[src/rtl/mmio_fifo_pkg.sv]
// Shared register map for the mmio_fifo peripheral: register offsets, STATUS and CTRL bit positions.
// Used by the mmio_fifo top; the optional irq feature is selected there with MMIO_FIFO_IRQ_EN.
package mmio_defs;

    localparam logic [1:0] REG_TX_DATA = 2'd0;
    localparam logic [1:0] REG_RX_DATA = 2'd1;
    localparam logic [1:0] REG_STATUS  = 2'd2;
    localparam logic [1:0] REG_CTRL    = 2'd3;

    localparam int ST_TX_FULL  = 0;
    localparam int ST_TX_EMPTY = 1;
    localparam int ST_RX_FULL  = 2;
    localparam int ST_RX_EMPTY = 3;
    localparam int ST_TX_OVF   = 4;
    localparam int ST_RX_UNF   = 5;
    localparam int ST_IRQ_EN   = 6;

    localparam int CTRL_POP    = 0;
    localparam int CTRL_FLUSH  = 1;
    localparam int CTRL_IRQ_EN = 2;
    localparam int CTRL_CLR    = 3;

    // The four-register window is BASE..BASE+3; anything wrapping below BASE lands far outside it.
    function automatic logic in_window(input logic [15:0] addr, input logic [15:0] base);
        logic [15:0] off;
        off = addr - base;
        return (off[15:2] == 14'd0);
    endfunction

endpackage

[src/rtl/mmio_fifo_sync_fifo.sv]
// Single-clock FIFO with flush; DEPTH must be a power of two so the pointers wrap naturally.
// A push into a full FIFO is accepted only when a pop happens in the same cycle.
module sync_fifo #(
    parameter int WIDTH = 8,
    parameter int DEPTH = 8
) (
    input  logic             i_clk,
    input  logic             i_rst,
    input  logic             i_push,
    input  logic             i_pop,
    input  logic             i_flush,
    input  logic [WIDTH-1:0] i_data,
    output logic [WIDTH-1:0] o_head,
    output logic             o_full,
    output logic             o_empty
);

    localparam int AW = $clog2(DEPTH);
    localparam int CW = AW + 1;

    logic [WIDTH-1:0] r_mem [DEPTH];
    logic [AW-1:0]    r_wr_ptr;
    logic [AW-1:0]    r_rd_ptr;
    logic [CW-1:0]    r_count;
    logic             w_do_push;
    logic             w_do_pop;

    assign o_full    = (r_count == CW'(DEPTH));
    assign o_empty   = (r_count == '0);
    assign o_head    = r_mem[r_rd_ptr];
    assign w_do_pop  = i_pop & ~o_empty;
    assign w_do_push = i_push & (~o_full | w_do_pop);

    always_ff @(posedge i_clk or negedge i_rst) begin
        if (!i_rst) begin
            r_wr_ptr <= '0;
            r_rd_ptr <= '0;
            r_count  <= '0;
            for (int i = 0; i < DEPTH; i++) begin
                r_mem[i] <= '0;
            end
        end else if (i_flush) begin
            r_wr_ptr <= '0;
            r_rd_ptr <= '0;
            r_count  <= '0;
        end else begin
            if (w_do_push) begin
                r_mem[r_wr_ptr] <= i_data;
                r_wr_ptr        <= r_wr_ptr + AW'(1);
            end
            if (w_do_pop) begin
                r_rd_ptr <= r_rd_ptr + AW'(1);
            end
            r_count <= r_count + CW'(w_do_push) - CW'(w_do_pop);
        end
    end

endmodule

[src/rtl/mmio_fifo.sv]
// Memory-mapped TX/RX FIFO responder on the 8-bit data / 16-bit address CPU bus.
// Define MMIO_FIFO_IRQ_EN to add the o_irq output and the CTRL/STATUS irq-enable bit.
module mmio_fifo
    import mmio_defs::*;
#(
    parameter logic [15:0] BASE  = 16'hFF00,
    parameter int          DEPTH = 8
) (
    input  logic        i_clk,
    input  logic        i_rst,
    input  logic [15:0] i_addr,
    input  logic [7:0]  i_di,
    input  logic        i_we,
    output logic [7:0]  o_do,
    output logic        o_sel,
`ifdef MMIO_FIFO_IRQ_EN
    output logic        o_irq,
`endif
    output logic [7:0]  o_tx_data,
    output logic        o_tx_valid,
    input  logic        i_tx_ready,
    input  logic [7:0]  i_rx_data,
    input  logic        i_rx_valid,
    output logic        o_rx_ready
);

    logic       w_in_win;
    logic [1:0] w_reg;
    logic       w_wr;
    logic       w_rd;
    logic       w_tx_wr;
    logic       w_ctrl_wr;
    logic       w_flush;
    logic       w_pop_req;
    logic       w_clr;
    logic       w_tx_drain;
    logic       w_rx_accept;
    logic       w_tx_full;
    logic       w_tx_empty;
    logic       w_rx_full;
    logic       w_rx_empty;
    logic [7:0] w_rx_head;
    logic       w_ovf_set;
    logic       w_unf_set;
    logic [7:0] w_status;
    logic [7:0] w_rd_data;
    logic       r_tx_ovf;
    logic       r_rx_unf;
    logic [7:0] r_do;
    logic       r_sel;
    logic [15:0] w_offset;

    assign w_in_win  = in_window(i_addr, BASE);
    assign w_offset  = i_addr - BASE;
    assign w_reg     = w_offset[1:0];
    assign w_wr      = i_we & w_in_win;
    assign w_rd      = ~i_we & w_in_win;
    assign w_tx_wr   = w_wr & (w_reg == REG_TX_DATA);
    assign w_ctrl_wr = w_wr & (w_reg == REG_CTRL);
    assign w_flush   = w_ctrl_wr & i_di[CTRL_FLUSH];
    assign w_pop_req = w_ctrl_wr & i_di[CTRL_POP];
    assign w_clr     = w_ctrl_wr & i_di[CTRL_CLR];

    assign o_tx_valid  = ~w_tx_empty;
    assign o_rx_ready  = ~w_rx_full;
    assign w_tx_drain  = o_tx_valid & i_tx_ready;
    assign w_rx_accept = i_rx_valid & o_rx_ready;

    // A full TX FIFO still takes the byte if the stream frees a slot in the same cycle.
    assign w_ovf_set = w_tx_wr & w_tx_full & ~w_tx_drain;
    assign w_unf_set = w_pop_req & w_rx_empty & ~w_flush;

    sync_fifo #(.WIDTH(8), .DEPTH(DEPTH)) u_tx_fifo (
        .i_clk   (i_clk),
        .i_rst   (i_rst),
        .i_push  (w_tx_wr),
        .i_pop   (w_tx_drain),
        .i_flush (w_flush),
        .i_data  (i_di),
        .o_head  (o_tx_data),
        .o_full  (w_tx_full),
        .o_empty (w_tx_empty)
    );

    sync_fifo #(.WIDTH(8), .DEPTH(DEPTH)) u_rx_fifo (
        .i_clk   (i_clk),
        .i_rst   (i_rst),
        .i_push  (w_rx_accept),
        .i_pop   (w_pop_req),
        .i_flush (w_flush),
        .i_data  (i_rx_data),
        .o_head  (w_rx_head),
        .o_full  (w_rx_full),
        .o_empty (w_rx_empty)
    );

`ifdef MMIO_FIFO_IRQ_EN
    logic r_irq_en;
    logic r_irq;

    assign o_irq = r_irq;

    always_ff @(posedge i_clk or negedge i_rst) begin
        if (!i_rst) begin
            r_irq_en <= 1'b0;
            r_irq    <= 1'b0;
        end else begin
            if (w_ctrl_wr) begin
                r_irq_en <= i_di[CTRL_IRQ_EN];
            end
            r_irq <= r_irq_en & (~w_rx_empty | r_tx_ovf | r_rx_unf);
        end
    end
`else
    logic w_unused_ctrl;
    assign w_unused_ctrl = ^{i_di[7:4], i_di[CTRL_IRQ_EN]};
`endif

    always_comb begin
        w_status              = '0;
        w_status[ST_TX_FULL]  = w_tx_full;
        w_status[ST_TX_EMPTY] = w_tx_empty;
        w_status[ST_RX_FULL]  = w_rx_full;
        w_status[ST_RX_EMPTY] = w_rx_empty;
        w_status[ST_TX_OVF]   = r_tx_ovf;
        w_status[ST_RX_UNF]   = r_rx_unf;
`ifdef MMIO_FIFO_IRQ_EN
        w_status[ST_IRQ_EN]   = r_irq_en;
`endif
    end

    always_comb begin
        w_rd_data = '0;
        case (w_reg)
            REG_RX_DATA: w_rd_data = w_rx_empty ? 8'h00 : w_rx_head;
            REG_STATUS:  w_rd_data = w_status;
            default:     w_rd_data = '0;
        endcase
    end

    assign o_do  = r_do;
    assign o_sel = r_sel;

    // A set in the same cycle as a clear wins, so no event is lost.
    always_ff @(posedge i_clk or negedge i_rst) begin
        if (!i_rst) begin
            r_do     <= '0;
            r_sel    <= 1'b0;
            r_tx_ovf <= 1'b0;
            r_rx_unf <= 1'b0;
        end else begin
            r_sel <= w_rd;
            r_do  <= w_rd ? w_rd_data : 8'h00;
            if (w_ovf_set) begin
                r_tx_ovf <= 1'b1;
            end else if (w_clr) begin
                r_tx_ovf <= 1'b0;
            end
            if (w_unf_set) begin
                r_rx_unf <= 1'b1;
            end else if (w_clr) begin
                r_rx_unf <= 1'b0;
            end
        end
    end

endmodule
[config.mk]
export PLATFORM = sky130hd
export DESIGN_NAME = mmio_fifo
export DESIGN_NICKNAME = d
export VERILOG_FILES = /design/src/rtl/mmio_fifo_pkg.sv /design/src/rtl/mmio_fifo_sync_fifo.sv /design/src/rtl/mmio_fifo.sv
export SDC_FILE = /design/constraint.sdc
export NUM_CORES = 1
export LEC_CHECK = 0
export CAP_MARGIN = 10
export CORE_MARGIN = 2
export CORE_UTILIZATION = 53
export DETAILED_ROUTE_END_ITERATION = 7
export PLACE_DENSITY = 0.76
export SLEW_MARGIN = 20
export SYNTH_ARGS = -nofsm -noshare
export SYNTH_HDL_FRONTEND = slang
export SYNTH_SLANG_ARGS = --single-unit
[constraint.sdc]
create_clock -name i_clk -period 2.6 [get_ports i_clk]
set_input_delay 0.52 -clock i_clk [delete_from_list [all_inputs] [get_ports i_clk]]
set_output_delay 0.52 -clock i_clk [all_outputs]
set_load 0.01 [all_outputs]
-- After elaboration in Yosys (flattened, before gate mapping)
Cells that the tools add are included.
- $lt $le $gt $ge: 6
- equal/unequal tests: 5
- muxes and demuxes: 28
- reduce and logical (&&, ||, !) cells: 14
- $add $sub $neg: 9
- bitwise logic cells: 30
- operators by type and width (operator ; count):
    $bwmux W64 ; 2
    $mux W8 ; 8
    $bmux W8 S3 ; 2
    $demux W8 S3 ; 2
    $mux W3 ; 8
    $and A1 B1 Y1 ; 17
    $ge A4 B4 Y1 const B ; 4
    $not A3 Y4 ; 4
    $pmux W8 S2 ; 1
    $sub A16 B16 Y16 const B ; 1
    $logic_not A14 Y1 ; 1
    $add A3 B1 Y3 const B ; 4
    $reduce_bool A2 Y1 ; 6
    $add A4 B1 Y4 ; 2
    $eq A4 B4 Y1 const B ; 2
    $logic_not A4 Y1 ; 2
    $lt A4 B1 Y1 const B ; 2
    $mux W4 ; 2
    $sub A4 B1 Y4 ; 2
    $not A1 Y1 ; 7
    $eq A2 B2 Y1 const B ; 2
    $reduce_and A2 Y1 ; 2
    $mux W1 ; 3
    $eq A2 B1 Y1 const B ; 1
    3 further kinds ; 5
- input bits: 37
- output and inout port bits: 19
- register bits: 159
- word-level logic and storage cells: 118

-- Longest topological paths before layout
- depth after elaboration: 11
- mapped depth: 13
- gate-level depth less buffers: 12

-- Hierarchy
From an unflattened synthesis, not the netlist that was laid out.
- cell total of the unflattened synthesis: 538
- area, all modules: 7918.8 µm²
- by module, submodules not included (module ; cells each ; area an instance (µm²) ; times used):
    sync_fifo at u_tx_fifo ; 243 ; 3676.0 ; 1
    sync_fifo at u_rx_fifo ; 241 ; 3653.5 ; 1
    mmio_fifo ; 54 ; 589.3 ; 1

-- Least setup slack after synthesis
OpenSTA, ideal clock, no wires.
- path type: reg2out
- from: register u_tx_fifo.r_rd_ptr[0]
- to: output o_tx_data[0]
- buffers on the path: 2
- slack: -70 ps
- data arrival time: 2150 ps
- data required time: 2080 ps
- cell stages (with the launch flop): 5
- cell sequence: dfrtp_1 clkbuf_1 buf_1 mux4_2 mux2_2
- word-level cells in the longest chain between the ends: 4
- RTL lines (element ; line ; text):
    start: declaration ; mmio_fifo_sync_fifo.sv:23 ; logic [AW-1:0] r_rd_ptr;
    start signal: assignment ; mmio_fifo_sync_fifo.sv:52 ; r_rd_ptr <= r_rd_ptr + AW'(1);
    $not A3 Y4 (not written as such) ; mmio_fifo_sync_fifo.sv:30 ; assign o_head = r_mem[r_rd_ptr];
    $bmux W8 S3 ; mmio_fifo_sync_fifo.sv:30 ;
    $mux W8 (not written as such) (2 in series) ; mmio_fifo_sync_fifo.sv:30 ;
    end: declaration ; mmio_fifo.sv:19 ; output logic [7:0] o_tx_data,
No other way between the ends. The select of a mux whose other input is x is not followed.

-- Worst setup path in the final report
- from: register u_tx_fifo.r_rd_ptr[0]
- to: output o_tx_data[3]
The elaborated chain is that of the path after synthesis.

==> results by group <==
Outcome
  • Outcome: finished, final reports clean

Worst setup path
  • Worst EP required: 2.08 ns
  • CP endpoint kind: primary output
  • Critical Path Fanout Max: 6
  • Critical setup path kind: flip-flop to primary output
  • Critical path arrival: 2.06 ns
  • Worst Setup Start Kind: flip-flop
  • FF-to-FF Start: u_tx_fifo.r_count[3]
  • CP startpoint: u_tx_fifo.r_rd_ptr[0]

GRT
  • Initial antenna violation count: 0
  • Total track usage: 0.238
  • Largest net degree at the start of global routing: 54
  • First-pass GRT wire length: 28,600 um
  • Vias in the first global route: 5,506
  • Grt ovf: 0

CTS
  • Clock sink total: 159
  • Clock latency on the worst-skew pair: 0.44 ns
  • CTS Root Cell: clkbuf_16
  • CTS clock-pin slew for the worst setup and hold paths: 0.06 ns
  • Clk buf depth: 2
  • H-tree depth: 4
  • TritonCTS buffer count: 17
  • CTS tree: yes
  • Hold_buf cts: 0

Die
  • Die W: 125 um
  • Die area: 0.0155 mm^2
  • DIE HEIGHT: 125 um
  • Ports: 56
  • Core Area: 0.0144 mm^2
  • Starting Density: 0.536
  • Row count: 44

Synthesis
  • Post-synth EDFFs: 0
  • Yosys Warn Count: 0
  • Synthesized Nets: 597
  • Synth cell types: 43
  • Mapped Area: 0.00770 mm^2
  • Seq/Total Area, Yosys: 0.517
  • Post-synth ARST share: 1.00
  • Mapped Avg Cell Area: 14.3 um^2
  • Post-synthesis cell count: 538
  • Synthesized flop and latch total: 159
  • Main flop type after synthesis: dfrtp_1

Detailed routing
  • Vias: 4,966
  • Drt drc: 0
  • Initial DRC Count: 274
  • Post-Route WL: 17,500 um
  • Wirelength per Cell: 20.5 um
  • Vias/cell: 5.83
  • 1st-pass router iterations: 4
  • Post-route ant nets: 0

Timing
  • Tmin final: 2.58 ns
  • Fmax: 387 MHz
  • Worst Max-Slew Pin Slew: 0.844 ns
  • Final Hold Viols: 0
  • Setup Skew: 0.0126 ns
  • Worst hold slack: 0.0309 ns
  • Fin crit share: 0.994
  • TNS Setup: 0 ns
  • Final Max Tran Viols: 0
  • Final Setup Violations: 0
  • Relative slew margins: 0.437
  • Unrepaired setup endpoints after global routing: true

Final layout
  • Share of cells above drive strength 1: 0.457
  • Commonest non-fill, non-tap cell in the layout: dfrtp_1
  • Ant diodes: 0
  • Most frequent cells in the layout: 158 x dfrtp_1, 132 x mux2_2, 50 x buf_4
  • Final nets: 714
  • Area grow syn2layout: 28.0%
  • Final Util: 0.686

Place
  • Placed wire-length estimate: 11,800 um
  • GPL Wtd Cong: 0.778
  • Port Buffer Count: 55

Run
  • Max Cap Viol: 0

Power and ir drop
  • PD cells: 885 mW/mm^2
  • Lkg Pwr: 0.00449 uW
  • Maximum vdd drop: 0.681 mV
  • Final Power: 8720 uW

Hold path
  • Hold WC Path Type: primary input to asynchronous set/reset pin
[path summary, 6_finish.rpt]
kind	end	slack (ns)	cells after the start
worst max-delay path	o_tx_data[3]	0.02	5
worst min-delay path	u_tx_fifo.r_count[2]	0.03	1
worst max register to register	u_tx_fifo.r_count[3]	0.13	13
worst min register to register	u_tx_fifo.r_mem[9]	0.50	1
max in group asynchronous	u_tx_fifo.r_mem[2]	1.84	2
min in group i_clk	u_tx_fifo.r_mem[9]	0.50	1
[through the flow]
stage / worst slack [ns] / area [um^2] / std cells
after floorplan: -0.0143 / 7700 / 538
after global placement: -0.550 / 9010 / 812
after detailed placement: -0.620 / 9010 / 812
after CTS: -0.000777 / 9830 / 852
after global routing: -0.0461 / 9850 / 852
final: 0.0162 / 9850 / 852
[kinds of logic after synthesis]
kind of cell | share of synthesized area
DFF | 0.517
muxes | 0.303
adders and majority gates | 0.0377
AOI/OAI and AO/OA | 0.0297
buffers and inverters | 0.0236
xor gates and xnor gates | 0.00910
and+or+nand+nor | 0.0801
[timing repair]
action | 4_1_cts | 5_1_grt
gates resized for setup | 48 | 14
setup buffers | 7 | 0
endpoints found under the setup margin | 39 | 56
pin swaps | 7 | 5
gates cloned | 1 | 0
endpoints found under the hold margin | 0 | 0
[critical path, cell delays in order, from the launching register on]
cell and delay, ns:
dfrtp_2 0.46, buf_12 0.16, buf_4 0.11, mux4_2 0.49
mux2_2 0.27, buf_2 0.14
[metal layers]
layer / global-route usage / wire (um)
met5: 0 / 0
met4: 0.0932 / 432
met3: 0.0477 / 446
met2: 0.437 / 9540
met1: 0.271 / 7060
[power by group]
group / total (uW) / internal [uW] / switching [uW]
Combinational: 2450 / 1470 / 986
Clock: 2740 / 1730 / 1010
Sequential: 3520 / 3110 / 414
Total: 8720 / 6300 / 2420
[cells in the mapped netlist, types with 3 or more instances]
master	instances	area share
a21oi_1	18	0.012
nand2_1	10	0.0049
nor2b_1	7	0.0057
nand3_1	8	0.0052
nand4b_1	4	0.0046
xor2_1	4	0.0046
clkbuf_1	20	0.0098
buf_1	4	0.0019
or3b_2	4	0.0046
and3_1	3	0.0024
o21ai_0	7	0.0046
dfrtp_1	159	0.52
nor2_1	15	0.0073
or4_1	3	0.0029
nand4_1	7	0.0057
or4_4	3	0.0044
xnor2_1	4	0.0046
nor3_4	5	0.011
mux2i_1	8	0.010
nand2b_1	3	0.0024
mux2_2	136	0.20
ha_1	20	0.033
mux4_2	32	0.094
o22ai_1	6	0.0049
or3_1	3	0.0024
inv_1	20	0.0098
[state kept, by name, summed over array words and instances, names as in the netlist]
signal,count
u_tx_fifo.r_rd_ptr,3
u_tx_fifo.r_count,4
r_rx_unf,1
u_tx_fifo.r_mem,64
u_rx_fifo.r_mem,64
o_do,8
u_rx_fifo.r_wr_ptr,3
r_tx_ovf,1
u_rx_fifo.r_count,4
o_sel,1
u_rx_fifo.r_rd_ptr,3
u_tx_fifo.r_wr_ptr,3
[layout make-up]
class                      count  area (um^2)
fill                         963         4520
sequential                   159         3980
multi-input combinational    333         3630
timing repair buffer         124         1280
clock buffer                  18          439
tap                          184          230
clock inverter                14          214
inverter                      20         75.1
Note: power is estimated with default switching activity, not from simulation.
